$ cat config.mk
export PLATFORM = sky130hd
export DESIGN_NAME = c4_game_ctrl
export DESIGN_NICKNAME = d
export VERILOG_FILES = /design/src/rtl/c4_pkg.sv /design/src/rtl/c4_line_scan.sv /design/src/rtl/c4_game_ctrl.sv
export SDC_FILE = /design/constraint.sdc
export NUM_CORES = 1
export LEC_CHECK = 0
export ABC_CLOCK_PERIOD_IN_PS = 14300
export CAP_MARGIN = 20
export CORE_MARGIN = 2
export CORE_UTILIZATION = 35
export CTS_BUF_LIST = sky130_fd_sc_hd__clkbuf_2 sky130_fd_sc_hd__clkbuf_4 sky130_fd_sc_hd__clkbuf_8
export DETAILED_ROUTE_END_ITERATION = 8
export PLACE_DENSITY = 0.56
export SETUP_SLACK_MARGIN = 0.3
export SYNTH_ARGS = -nofsm -noshare
export SYNTH_HDL_FRONTEND = slang
export SYNTH_SLANG_ARGS = --single-unit
$ cat constraint.sdc
create_clock -name clk_25MHz -period 14.3 [get_ports clk_25MHz]
set_clock_uncertainty 0.1 [all_clocks]
set_input_delay 1.43 -clock clk_25MHz [delete_from_list [all_inputs] [get_ports clk_25MHz]]
set_output_delay 1.43 -clock clk_25MHz [all_outputs]
set_load 0.05 [all_outputs]
$ cat src/rtl/c4_pkg.sv
// Shared types, board defaults, winner codes and the direction-step table
// for the Connect-Four controller.
package c4_pkg;

   localparam int C4_COLS = 7;
   localparam int C4_ROWS = 6;

   typedef enum logic [1:0] {
      CELL_EMPTY = 2'b00,
      CELL_P1    = 2'b01,
      CELL_P2    = 2'b10
   } cell_t;

   typedef enum logic [1:0] {
      ST_IDLE,
      ST_PLACE,
      ST_CHECK,
      ST_GAMEOVER
   } state_t;

   localparam logic [1:0] WIN_NONE = 2'b00;
   localparam logic [1:0] WIN_P1   = 2'b01;
   localparam logic [1:0] WIN_P2   = 2'b10;
   localparam logic [1:0] WIN_DRAW = 2'b11;

   // Scan order: 0 horizontal, 1 vertical, 2 diagonal, 3 anti-diagonal.
   function automatic logic signed [4:0] dir_dcol(input logic [1:0] dir);
      return (dir == 2'd1) ? 5'sd0 : 5'sd1;
   endfunction

   function automatic logic signed [4:0] dir_drow(input logic [1:0] dir);
      case (dir)
         2'd0:    return 5'sd0;
         2'd3:    return -5'sd1;
         default: return 5'sd1;
      endcase
   endfunction

endpackage

$ cat src/rtl/c4_line_scan.sv
// Walks outward from the last placed cell one probe per cycle, counting
// contiguous same-colour cells per direction; flags a line of four.
module c4_line_scan
   import c4_pkg::*;
(
   input  logic              clk_25MHz,
   input  logic              rst_n,
   input  logic              start,
   input  logic              enable,
   input  logic [2:0]        origin_col,
   input  logic [2:0]        origin_row,
   input  logic              probe_hit,
   output logic signed [4:0] probe_col,
   output logic signed [4:0] probe_row,
   output logic              done,
   output logic              win
);

   logic [1:0]        dir_q;
   logic              side_q;
   logic [1:0]        step_q;
   logic [2:0]        count_q;
   logic [2:0]        count_next;
   logic              side_end;
   logic signed [4:0] step_s;
   logic signed [4:0] off_col;
   logic signed [4:0] off_row;

   always_comb begin
      step_s  = $signed({3'b000, step_q});
      off_col = step_s * dir_dcol(dir_q);
      off_row = step_s * dir_drow(dir_q);
      if (side_q) begin
         off_col = -off_col;
         off_row = -off_row;
      end
      probe_col = $signed({2'b00, origin_col}) + off_col;
      probe_row = $signed({2'b00, origin_row}) + off_row;
   end

   // A side ends on a miss or after three steps; the placed cell itself seeds count at 1.
   always_comb begin
      count_next = count_q + {2'b00, probe_hit};
      side_end   = !probe_hit || (step_q == 2'd3);
      win        = enable && probe_hit && (count_next >= 3'd4);
      done       = win || (enable && side_end && side_q && (dir_q == 2'd3));
   end

   always_ff @(posedge clk_25MHz) begin
      if (!rst_n || start) begin
         dir_q   <= 2'd0;
         side_q  <= 1'b0;
         step_q  <= 2'd1;
         count_q <= 3'd1;
      end else if (enable && !done) begin
         if (!side_end) begin
            step_q  <= step_q + 2'd1;
            count_q <= count_next;
         end else if (!side_q) begin
            side_q  <= 1'b1;
            step_q  <= 2'd1;
            count_q <= count_next;
         end else begin
            dir_q   <= dir_q + 2'd1;
            side_q  <= 1'b0;
            step_q  <= 2'd1;
            count_q <= 3'd1;
         end
      end
   end

endmodule

$ cat src/rtl/c4_game_ctrl.sv
// Connect-Four game controller: cursor, drop, win/draw detection and restart.
// Define C4_BTN_SYNC_EN to synchronise and edge-detect the button inputs.
module c4_game_ctrl
   import c4_pkg::*;
#(
   parameter int COLS = C4_COLS,
   parameter int ROWS = C4_ROWS
)
(
   input  logic       clk_25MHz,
   input  logic       rst_n,
   input  logic       move_left,
   input  logic       move_right,
   input  logic       drop_piece,
   input  logic [2:0] rd_col,
   input  logic [2:0] rd_row,
   output logic [1:0] rd_cell,
   output logic [2:0] cursor_col,
   output logic       cur_player,
   output logic       busy,
   output logic       game_over,
   output logic [1:0] winner
);

   localparam logic [2:0]        HOME_COL = 3'(COLS / 2);
   localparam logic [2:0]        MAX_COL  = 3'(COLS - 1);
   localparam logic [3:0]        COLS_H   = 4'(COLS);
   localparam logic [3:0]        ROWS_H   = 4'(ROWS);
   localparam logic signed [4:0] COLS_S   = 5'(COLS);
   localparam logic signed [4:0] ROWS_S   = 5'(ROWS);
   localparam logic [6:0]        CELLS    = 7'(COLS * ROWS);

   state_t     state_q, state_d;
   cell_t      board_q [COLS][ROWS];
   logic [3:0] height_q [COLS];
   logic [6:0] move_count_q;
   logic [2:0] cursor_q;
   logic [2:0] place_row_q;
   logic       player_q;
   logic [1:0] winner_q;

   logic              left_req, right_req, drop_req;
   logic [3:0]        col_height;
   cell_t             colour;
   logic signed [4:0] probe_col, probe_row;
   logic              probe_hit, scan_done, scan_win, restart;

`ifdef C4_BTN_SYNC_EN
   logic [2:0] sync1_q, sync2_q, prev_q;

   // Two-flop synchroniser then rising-edge detect: one request per press.
   always_ff @(posedge clk_25MHz) begin
      if (!rst_n) begin
         sync1_q <= 3'b000;
         sync2_q <= 3'b000;
         prev_q  <= 3'b000;
      end else begin
         sync1_q <= {move_left, move_right, drop_piece};
         sync2_q <= sync1_q;
         prev_q  <= sync2_q;
      end
   end

   assign {left_req, right_req, drop_req} = sync2_q & ~prev_q;
`else
   assign {left_req, right_req, drop_req} = {move_left, move_right, drop_piece};
`endif

   assign col_height = height_q[cursor_q];
   assign colour     = player_q ? CELL_P2 : CELL_P1;
   assign restart    = (state_q == ST_GAMEOVER) && drop_req;

   always_comb begin
      probe_hit = 1'b0;
      if (probe_col >= 5'sd0 && probe_col < COLS_S && probe_row >= 5'sd0 && probe_row < ROWS_S)
         probe_hit = (board_q[probe_col[2:0]][probe_row[2:0]] == colour);
   end

   c4_line_scan u_line_scan (
      .clk_25MHz  (clk_25MHz),
      .rst_n      (rst_n),
      .start      (state_q == ST_PLACE),
      .enable     (state_q == ST_CHECK),
      .origin_col (cursor_q),
      .origin_row (place_row_q),
      .probe_hit  (probe_hit),
      .probe_col  (probe_col),
      .probe_row  (probe_row),
      .done       (scan_done),
      .win        (scan_win)
   );

   always_ff @(posedge clk_25MHz) begin
      if (!rst_n) state_q <= ST_IDLE;
      else        state_q <= state_d;
   end

   always_comb begin
      state_d = state_q;
      case (state_q)
         ST_IDLE:     if (drop_req && col_height < ROWS_H) state_d = ST_PLACE;
         ST_PLACE:    state_d = ST_CHECK;
         ST_CHECK:    if (scan_done)
                         state_d = (scan_win || move_count_q == CELLS) ? ST_GAMEOVER : ST_IDLE;
         ST_GAMEOVER: if (drop_req) state_d = ST_IDLE;
         default:     state_d = ST_IDLE;
      endcase
   end

   // A restart from GAMEOVER clears exactly what reset clears.
   always_ff @(posedge clk_25MHz) begin
      if (!rst_n || restart) begin
         for (int c = 0; c < COLS; c++) begin
            height_q[c] <= 4'd0;
            for (int r = 0; r < ROWS; r++) board_q[c][r] <= CELL_EMPTY;
         end
         move_count_q <= 7'd0;
         cursor_q     <= HOME_COL;
         place_row_q  <= 3'd0;
         player_q     <= 1'b0;
         winner_q     <= WIN_NONE;
      end else begin
         case (state_q)
            ST_IDLE: if (!drop_req && (left_req ^ right_req)) begin
               if (left_req && cursor_q != 3'd0)          cursor_q <= cursor_q - 3'd1;
               else if (right_req && cursor_q != MAX_COL) cursor_q <= cursor_q + 3'd1;
            end
            ST_PLACE: begin
               board_q[cursor_q][col_height[2:0]] <= colour;
               height_q[cursor_q] <= col_height + 4'd1;
               move_count_q       <= move_count_q + 7'd1;
               place_row_q        <= col_height[2:0];
            end
            ST_CHECK: if (scan_done) begin
               if (scan_win)                   winner_q <= player_q ? WIN_P2 : WIN_P1;
               else if (move_count_q == CELLS) winner_q <= WIN_DRAW;
               else                            player_q <= ~player_q;
            end
            default: ;
         endcase
      end
   end

   always_comb begin
      rd_cell = CELL_EMPTY;
      if ({1'b0, rd_col} < COLS_H && {1'b0, rd_row} < ROWS_H)
         rd_cell = board_q[rd_col][rd_row];
   end

   assign cursor_col = cursor_q;
   assign cur_player = player_q;
   assign busy       = (state_q == ST_PLACE) || (state_q == ST_CHECK);
   assign game_over  = (state_q == ST_GAMEOVER);
   assign winner     = winner_q;

endmodule

; ---- Word-level counts from Yosys, hierarchy flattened
; Memories as Yosys holds them, arrays and structs flattened. A register that Yosys moved wholly into a read port is not among the register bits.
; Index checks and enable logic that the tools add are counted.
[word_totals]
register_bits = 26
ramBits = 112
input_bits = 11
out_inout_bits = 10
word_cells = 137
mem_count = 2
[classes]
n_addsub = 11
n_mul = 2
order_cmp = 12
n_eq_ne = 12
muxes = 42
bitwise_logic = 7
n_reduce_logical = 39
[memory_table]
columns = name, depth, word_bits, rd, rd_ports_with_merged_regs, wr, line_no
row1 = board_q, 7, 12, 2, 0, 7, c4_game_ctrl.sv:34  ; cell_t board_q [COLS][ROWS];
row2 = height_q, 7, 4, 1, 1, 7, c4_game_ctrl.sv:35  ; logic [3:0] height_q [COLS];
[op_table]
columns = operator, count
row1 = two-way mux 12 bit, 3
row2 = two-way mux 2 bit, 14
row3 = two-way mux 3 bit, 8
row4 = logical AND 1 bit, 16
row5 = binary-select mux 2 bit (select 3 bit), 2
row6 = "greater-or-equal comparator 4 bit, second input constant", 3
row7 = NOT 3 -> 4 bit, 3
row8 = AND reduction 3 bit, 4
row9 = OR reduction 12 bit, 1
row10 = adder 4 x 5 -> 5 bit, 2
row11 = "greater-or-equal comparator 5 x 1 -> 1 bit, second input constant", 2
row12 = "less-than comparator 5 x 4 -> 1 bit, second input constant", 2
row13 = multiplier 3 x 5 -> 5 bit, 2
row14 = two-way mux 5 bit, 2
row15 = negation 5 bit, 2
row16 = case mux 5 bit (2 select lines), 1
row17 = two-way mux 1 bit, 9
row18 = "equality test 2 bit, second input constant", 4
row19 = case mux 2 bit (4 select lines), 1
row20 = "adder 7 x 1 -> 7 bit, second input constant", 1
row21 = "equality test 7 x 6 -> 1 bit, second input constant", 1
row22 = demux 2 bit (select 3 bit), 1
row23 = logical OR 1 bit, 6
row24 = "less-than comparator 3 bit, second input constant", 2
row25 = 22 further kinds, 33

; ---- Logic depth before layout (Yosys ltp)
[depth]
word_depth = 21
mapped_depth = 25
depth_no_buf = 22

; ---- Hierarchy
; Synthesis repeated with hierarchy kept, for this count alone.
[hier_totals]
hier_cells = 763
area_unflattened_um2 = 8871.0
[by_module_without_submodules]
columns = mod, instances, cells_each, area_each_um2, seq_area_each_um2
row1 = c4_game_ctrl, 1, 646, 7822.5, 4224.1
row2 = c4_line_scan, 1, 117, 1048.5, 160.2

; ---- Worst setup path after synthesis
; Ideal clock, no wire load.
[synth_timing]
path_type = input-to-output
startpoint = in rd_col[0]
endpoint = out rd_cell[0]
arrival_ns = 3.852
required_ns = 12.770
slack_ns = 8.918
path_stages = 8
n_path_buf = 2
cell_sequence = clkbuf_1 > buf_1 > mux4_2 > mux4_2 > mux2i_1 > nor2_1 > a31oi_1 > nor2_1
[synth_via]
elab_chain_len = 5
word_cells_on_any_way = 7
classes_between = order compare (1) / mux (4) / reduce/logical (1) / memory (1)
[synth_lines]
columns = element, line_no
row1 = from (decl), c4_game_ctrl.sv:15  ; input logic [2:0] rd_col,
row2 = memory read (7 x 12 bit), -
row3 = binary-select mux 2 bit (select 3 bit), c4_game_ctrl.sv:147  ; rd_cell = board_q[rd_col][rd_row];
row4 = two-way mux 2 bit (not written as such) (2 in a row), c4_game_ctrl.sv:147
row5 = two-way mux 2 bit *, c4_game_ctrl.sv:146  ; if ({1'b0, rd_col} < COLS_H && {1'b0, rd_row} < ROWS_H)
row6 = to (decl), c4_game_ctrl.sv:17  ; output logic [1:0] rd_cell,
; Every way passes the cells marked *; elsewhere a longest branch is shown, timed or not. The select of a mux whose other input is x is not followed.

; ---- Worst setup path after layout
[layout_timing]
startpoint = in rd_col[0]
endpoint = out rd_cell[1]
; Same word-level chain as after synthesis.

==> impl_metrics.yaml <==
run_status:
  status: "finished, final reports clean"
power:
  p_leak_uw: 0.00325
  irDropWorstVdd_mv: 0.0885
  total_power_uw: 1460
  p_per_area_nw_per_um2: 152
setup_path:
  path_class: "in -> out"
  worstPathRequired_ps: 12770
  critical_path.endpoint_type: "output port"
  cp.arrival_ps: 4280
  path_max_fanout: 25
  critPathLaunchType: "input pin"
synth:
  synth_area_um2: 8740
  ys_top_cells_by_area: "edfxtp_1 (43%), mux4_2 (16%), dfxtp_1 (7.6%)"
  yosysSeqAreaShare_pct: 50.1
  synth_top_area_share_pct: 42.6
  synth_fp_nets: 771
  syn_inst: 731
  synth-async-reset-ratio_pct: 0
  synth_edf_count: 124
  synth_area_leader_cell: "edfxtp_1"
  synth_ff_type: "edfxtp_1"
  ys_warn_count: 0
  avgSynthCellArea_um2: 12.0
  synth-seq-cells: 157
  synth.distinct_cells: 63
finish:
  antenna_cells: 0
  stdcell_count: 1069
  regArea_um2: 4380
  area_growth_pct: 10.0
  final_layout_size_suffix_gt1_share_pct: 15.7
  multi_input_comb_area_um2: 4050
  final_cell_mix: "edfxtp_1 (124), nor2_1 (121), mux4_2 (62), nand2_1 (58), o21ai_0 (56)"
  final_common_cell: "edfxtp_1"
  layout.nets: 772
  fill_cells: 2364
die:
  die_area_um2: 26300
  ios: 21
  fp.dieW_um: 162
  start_util_pct: 35.9
  core_area_um2: 24400
  dieHeight_um: 162
  fp-row-count: 57
clocking:
  numCtsBuffers: 17
  cts_buffer_depth: 2
  cts_tree: "built"
  clk_pin_slew_ps: 80
  cts-resized-gates: 0
  cts_setup_buffers: 0
  clkLatencyLatePin_ps: 460
  htreeDepth: 4
  cts-root-buf: "clkbuf_8"
  cts_sinks: 157
  hold_buffers: 0
sta:
  fmax_mhz: 172
  rsz0062_at_grt: "false"
  final_hold_viol_count: 0
  fin_setup_tns_ps: 0
  tightest_slew_ps: 818
  finalMaxSlewViolations: 0
  relSlewSlack_pct: 45.1
  layout_setup_ws_ps: 8490
  hold_ws_ps: 380
  setup_viol_count_final: 0
  fin_crit_sh_pct: 40.6
  fin_crit_ps: 5810
drt:
  antenna_left: 0
  drc: 0
  drtIter0Drc: 628
  routed_wl_mm: 23.5
  avgRoutedWirePerCell_um: 22.0
  num_vias: 6128
  vias_per_cell: 5.73
  firstDrtPassIters: 5
place:
  place_inst: 1037
  pre_cts_ws_ps: 8440
  dpl.hpwl_mm: 16.5
  routabilityCongestion: 0.836
  port_buffers: 20
grt:
  grt_pass1_vias: 5906
  grt_pass1_wl_mm: 36.3
  grt_overflow: 0
  grt_usage_pct: 18.6
  antenna_found_initial: 0
  grt_max_degree: 58
min_path:
  worstHoldPathType: "reg -> reg"
job:
  max_cap_viol_count: 0
-- per-stage QoR --
stage	util [%]	cell area, µm²
finish	39.5	9620
floorplan	-	8740
global placement	37.7	9190
CTS	39.5	9620
detailed placement	37.7	9190
global route	39.5	9620
-- sequential cells by signal (all words and copies together), names as in the netlist, 3 cells and up, named ones only --
register and flops:
board_q 96, cursor_col 3, height_q 32, move_count_q 7, place_row_q 3, u_line_scan.count_q 3
-- path summary, 6_finish.rpt --
kind	slack, ps	cells after the start	from	end
max	8490	8	rd_col[0]	rd_cell[1]
max reg2reg	8560	22	u_line_scan.dir_q[1]	state_q[0]
min reg2reg	380	2	height_q[6][2]	height_q[6][2]
min	380	2	height_q[6][2]	height_q[6][2]
-- worst max-delay path: stages --
cell             delay [ps]
buf_2                   610
mux4_2                  620
mux4_2                  490
mux2i_1                 160
nor2_1                   60
a31oi_1                 140
nor2_1                   60
clkdlybuf4s50_1         700
-- cell type report --
cell class,count,area share [%]
clock buffer,22,2.83
sequential,157,45.6
clock inverter,10,1.70
multi-input combinational,503,42.1
tap,324,4.21
inverter,26,1.01
timing repair buffer,27,2.57
-- per-layer routing --
layer  vias up  global-route usage [%]  share of wire (%)
li1       2765                       -                  -
met4         0                    5.07                1.7
met3        26                    4.26                7.0
met1      3071                    26.7                 45
met5         -                       0                  0
met2       266                    28.6                 46
-- synthesized netlist by cell type, drive strengths merged (10+ instances only) --
library cell,n
a21oi,15
mux2i,12
inv,24
dfxtp,33
nor2,121
buf,11
nand4,10
nor3,22
edfxtp,124
o21ai,62
clkbuf,34
nand3,19
nand2,58
mux4,62
ha,25
-- power breakdown --
| part | total [µW] | switching [µW] | internal (µW) |
|---|---|---|---|
| Clock | 373 | 172 | 201 |
| Sequential | 564 | 34.8 | 529 |
| Combinational | 526 | 322 | 204 |
-- cell families after synthesis --
| group | Yosys count | share of synthesized area, % |
|---|---|---|
| AND/OR/NAND/NOR | 261 | 13.1 |
| flip-flops | 157 | 50.1 |
| AO/OA/AOI/OAI | 121 | 9.29 |
| multiplexers | 77 | 17.7 |
| buffers and inverters | 71 | 3.66 |
| adder cells (fa/ha/maj) | 29 | 4.49 |
| XOR/XNOR | 15 | 1.59 |
Note: power is estimated with default switching activity, not from simulation.
